**src/rtl/alu_operand_stage.sv**
```systemverilog
// Operand-fetch stage ahead of the ALU: register file with write-back bypass,
// operand A/B selection and a one-entry valid/ready output register.
module alu_operand_stage (
    input  logic        clk_i,
    input  logic        rst_i,
    input  logic        req_valid_i,
    output logic        req_ready_o,
    input  logic [5:0]  req_operator_i,
    input  logic [4:0]  req_rs1_addr_i,
    input  logic [4:0]  req_rs2_addr_i,
    input  logic        req_a_sel_i,
    input  logic        req_b_sel_i,
    input  logic [31:0] req_pc_i,
    input  logic [31:0] req_imm_i,
    input  logic        wb_en_i,
    input  logic [4:0]  wb_addr_i,
    input  logic [31:0] wb_data_i,
    output logic        alu_valid_o,
    input  logic        alu_ready_i,
    output logic [5:0]  operator_o,
    output logic [31:0] operand_a_o,
    output logic [31:0] operand_b_o
);

    localparam logic [0:0] S_EMPTY = 1'b0;
    localparam logic [0:0] S_FULL  = 1'b1;

    logic [31:0] r_regs [32];
    logic [0:0]  r_state;
    logic [5:0]  r_operator;
    logic [31:0] r_operand_a;
    logic [31:0] r_operand_b;

    logic [0:0]  w_state_next;
    logic        w_accept;
    logic        w_wb_write;
    logic        w_bypass_rs1;
    logic        w_bypass_rs2;
    logic [31:0] w_rs1_value;
    logic [31:0] w_rs2_value;
    logic [31:0] w_operand_a;
    logic [31:0] w_operand_b;

    assign alu_valid_o = (r_state == S_FULL);
    assign req_ready_o = !alu_valid_o || alu_ready_i;
    assign w_accept    = req_valid_i && req_ready_o;
    assign operator_o  = r_operator;
    assign operand_a_o = r_operand_a;
    assign operand_b_o = r_operand_b;

    assign w_wb_write   = wb_en_i && (wb_addr_i != 5'd0);
    assign w_bypass_rs1 = w_wb_write && (wb_addr_i == req_rs1_addr_i);
    assign w_bypass_rs2 = w_wb_write && (wb_addr_i == req_rs2_addr_i);

    // x0 is forced to zero on read so the array entry never matters
    always_comb begin
        w_rs1_value = r_regs[req_rs1_addr_i];
        w_rs2_value = r_regs[req_rs2_addr_i];
        if (req_rs1_addr_i == 5'd0) begin
            w_rs1_value = 32'd0;
        end else if (w_bypass_rs1) begin
            w_rs1_value = wb_data_i;
        end
        if (req_rs2_addr_i == 5'd0) begin
            w_rs2_value = 32'd0;
        end else if (w_bypass_rs2) begin
            w_rs2_value = wb_data_i;
        end
    end

    assign w_operand_a = req_a_sel_i ? req_pc_i  : w_rs1_value;
    assign w_operand_b = req_b_sel_i ? req_imm_i : w_rs2_value;

    always_comb begin
        w_state_next = r_state;
        case (r_state)
            S_EMPTY: if (w_accept) w_state_next = S_FULL;
            S_FULL:  if (alu_ready_i && !w_accept) w_state_next = S_EMPTY;
        endcase
    end

    always_ff @(posedge clk_i) begin
        if (rst_i) begin
            for (int i = 0; i < 32; i++) begin
                r_regs[i] <= 32'd0;
            end
        end else if (w_wb_write) begin
            r_regs[wb_addr_i] <= wb_data_i;
        end
    end

    // Output register reloads only on accept, so a stall holds it bit-stable
    always_ff @(posedge clk_i) begin
        if (rst_i) begin
            r_state     <= S_EMPTY;
            r_operator  <= 6'd0;
            r_operand_a <= 32'd0;
            r_operand_b <= 32'd0;
        end else begin
            r_state <= w_state_next;
            if (w_accept) begin
                r_operator  <= req_operator_i;
                r_operand_a <= w_operand_a;
                r_operand_b <= w_operand_b;
            end
        end
    end

endmodule

```
**config.mk**
```make
export PLATFORM = sky130hd
export DESIGN_NAME = alu_operand_stage
export DESIGN_NICKNAME = d
export VERILOG_FILES = /design/src/rtl/alu_operand_stage.sv
export SDC_FILE = /design/constraint.sdc
export NUM_CORES = 2
export LEC_CHECK = 0
export ABC_CLOCK_PERIOD_IN_PS = 3300
export BUFFER_PORTS_ARGS = -buffer_cell sky130_fd_sc_hd__buf_2
export CORE_MARGIN = 8
export CORE_UTILIZATION = 60
export DETAILED_ROUTE_END_ITERATION = 8
export PLACE_DENSITY_LB_ADDON = 0.12
export REMOVE_ABC_BUFFERS = 1
export SYNTH_ARGS = -nofsm -noshare
export SYNTH_HDL_FRONTEND = slang
export SYNTH_SLANG_ARGS = --single-unit
```
**constraint.sdc**
```tcl
create_clock -name clk_i -period 3.3 [get_ports clk_i]
set_input_delay 0.165 -clock clk_i [delete_from_list [all_inputs] [get_ports clk_i]]
set_output_delay 0.165 -clock clk_i [all_outputs]
set_load 0.1 [all_outputs]
```
==> impl_metrics.py <==
metrics = {
    "drt": {
        "ant_nets": 0,
        "drtIter0Drc": 7307,
        "wl_per_cell_um": 38.1,
        "num_vias": 40800,
        "firstDrtPassIters": 6,
        "postRouteWirelength_um": 212000,
        "vias_per_cell": 7.33,
        "drc": 0,
    },
    "sta": {
        "slew_headroom_pct": 27.4,
        "whs_ps": 17.6,
        "skew_ps": 24.6,
        "fin_ws_ps": 710,
        "fmax_ghz": 0.386,
        "setup_viol": 0,
        "post-route-period-util_pct": 78.5,
        "hold_viol_final": 0,
        "rsz0062_at_grt": "false",
        "min_period_ps": 2590,
        "tns_ps": 0,
        "worst_slew_pin_slew_ps": 1090,
        "final-max-slew-violation-count": 0,
    },
    "placement": {
        "postPlaceCellArea_mm2": 0.0612,
        "dp_hpwl_um": 123000,
        "dpl.cell_count": 5267,
        "gp_congestion": 0.890,
        "port_buffers": 195,
        "dpl_worst_slack_ps": 426,
    },
    "power": {
        "p_int_mw": 25.5,
        "vdd_ir_drop_max_mv": 0.488,
        "powerDensity_mw_per_mm2": 525,
        "clockPowerShare_pct": 38.6,
        "p_seq_share_pct": 47.5,
        "p_switching_mw": 9.09,
        "power_mw": 34.6,
        "p_sw_share_pct": 26.3,
        "p_leak_nw": 23.8,
        "power_frac_comb_pct": 13.9,
    },
    "yosys": {
        "synth_top_area_share_pct": 52.8,
        "synth_top_flop_cell": "edfxtp_1",
        "avgSynthCellArea_um2": 14.4,
        "yosys_warnings": 0,
        "synth_cells": 4037,
        "ys_ff_latch": 1095,
        "synth_edf_count": 1024,
        "synth-seq-area-share_pct": 55.3,
        "async_flop_share_pct": 0,
        "synth_area_leader_cell": "edfxtp_1",
        "synth.most_common_cell": "edfxtp_1",
        "synth.area.top_cells": "edfxtp_1 (53%), mux4_2 (15%), and2_1 (11%)",
        "ys_types": 43,
        "ys_top_cells_by_count": "edfxtp_1 (1024), and2_1 (995), mux2i_1 (384), mux4_2 (384), clkbuf_1 (317)",
        "syn_area_mm2": 0.0582,
    },
    "finish": {
        "syn2layout_area_growth_pct": 13.1,
        "nFillCells": 6702,
        "multi_input_area_mm2": 0.0246,
        "post-route-util_pct": 68.3,
        "drive_gt1_share_pct": 24.2,
        "seqCellArea_mm2": 0.0322,
        "fin_cells": 5566,
        "postLayoutCellArea_mm2": 0.0658,
        "final_nets": 4305,
    },
    "global_routing": {
        "grt_pass1_vias": 40000,
        "grt_pass1_wl_um": 296000,
        "antenna_found_initial": 17,
        "grt_max_degree": 124,
        "track_usage_pct": 38.7,
        "overflow": 0,
    },
    "cts": {
        "clk_path_buf_depth": 3,
        "clk_pin_slew_ps": 60,
        "clock_latency_ps": 710,
        "cts-resized-gates": 0,
        "cts_tree": "built",
        "clock_sinks": 1095,
        "cts_inserted_buffers": 116,
        "cts-root-buf": "clkbuf_16",
        "holdBufCountCts": 72,
        "cts_setup_buffers": 0,
        "htree_levels": 3,
    },
    "run": {
        "drv_cap": 0,
    },
    "die": {
        "coreArea_mm2": 0.0964,
        "row_count": 114,
        "die_y_um": 327,
        "dieWidth_um": 327,
        "io-pin-count": 196,
        "dieArea_mm2": 0.107,
        "start_util_pct": 60.3,
    },
    "run_status": {
        "status": "finished clean",
    },
    "worst_setup_path": {
        "arrival_ps": 2970,
        "critical_path_class": "in -> reg",
        "crit_path_max_fanout": 22,
        "end_kind": "register",
        "startpoint_type": "input pin",
        "cp.required_ps": 3680,
    },
    "worst_hold_path": {
        "hold_path.class": "in -> reg",
    },
}
final cells by class:
type	instances	area share, %
timing repair buffer	436	5.47
antenna	10	0.0380
sequential	1095	48.9
multi-input combinational	2530	37.3
inverter	2	0.0133
clock inverter	50	0.732
clock buffer	167	5.12
tap	1276	2.43
per-layer routing:
metal  up-vias  track usage (%)  wire, um
met2      3527             58.4     93900
li1      15900                -         -
met5         -                0        25
met1     20600             51.3     74200
met4         4             19.8     13100
met3       763             11.5     30700
final timing paths:
path                               startpoint              end  slack, ps  cells after the start
worst max-delay path                    rst_i     r_regs[6][7]        710                      8
worst min-delay path            req_imm_i[18]  operand_b_o[18]         20                      3
worst max register to register    alu_valid_o   operand_a_o[4]        900                      6
worst min register to register  operator_o[5]    operator_o[5]        450                      2
worst max-delay path, stage by stage:
cell,delay [ps]
dlygate4sd3_1,550
buf_6,190
nor2b_1,260
nand3b_1,440
buf_4,370
nor2_4,120
or2_2,440
buf_4,350
power groups by stage:
stage          logic [mW]  clock network (mW)  registers, mW
2_1_floorplan        2.07                   0           17.0
3_3_place_gp         4.58                   0           16.6
3_5_place_dp         4.62                   0           16.7
4_1_cts              4.71                13.3           16.4
5_1_grt              4.94                13.8           16.5
6_report             4.82                13.3           16.4
flip-flops by register name (all words and copies together), names as in the netlist:
register / count
r_regs: 1024
alu_valid_o: 1
operator_o: 6
operand_b_o: 32
operand_a_o: 32
kinds of logic (layout without fill, tap and decap cells):
family	after synthesis	in the layout	share of synthesized area [%]
AO/OA/AOI/OAI	527	527	7.45
XOR/XNOR	10	10	0.151
buffers and inverters	443	655	3.20
flip-flops	1095	1095	55.3
multiplexers	768	768	21.5
other	1	42	0.00644
AND/OR/NAND/NOR	1193	1193	12.4
cells in the final DEF (no fill, tap or decap), types with 21 or more instances in the layout:
| cell type | instances |
|---|---|
| nor2_4 | 32 |
| buf_2 | 187 |
| dlygate4sd3_1 | 72 |
| a311oi_1 | 32 |
| and2_1 | 992 |
| a221oi_2 | 30 |
| conb_1 | 32 |
| o21ai_0 | 61 |
| buf_12 | 46 |
| clkbuf_8 | 21 |
| o21a_1 | 64 |
| buf_4 | 125 |
| mux4_2 | 384 |
| dfxtp_1 | 71 |
| or2_2 | 32 |
| a211oi_1 | 33 |
| mux2i_1 | 384 |
| nand3b_1 | 37 |
| edfxtp_1 | 1024 |
| clkbuf_16 | 119 |
| nor2_1 | 65 |
| clkbuf_1 | 27 |
| a22oi_1 | 64 |
| a22o_1 | 64 |
| a221oi_1 | 162 |
| clkinv_2 | 24 |
Power figures use the tool's default switching activity.
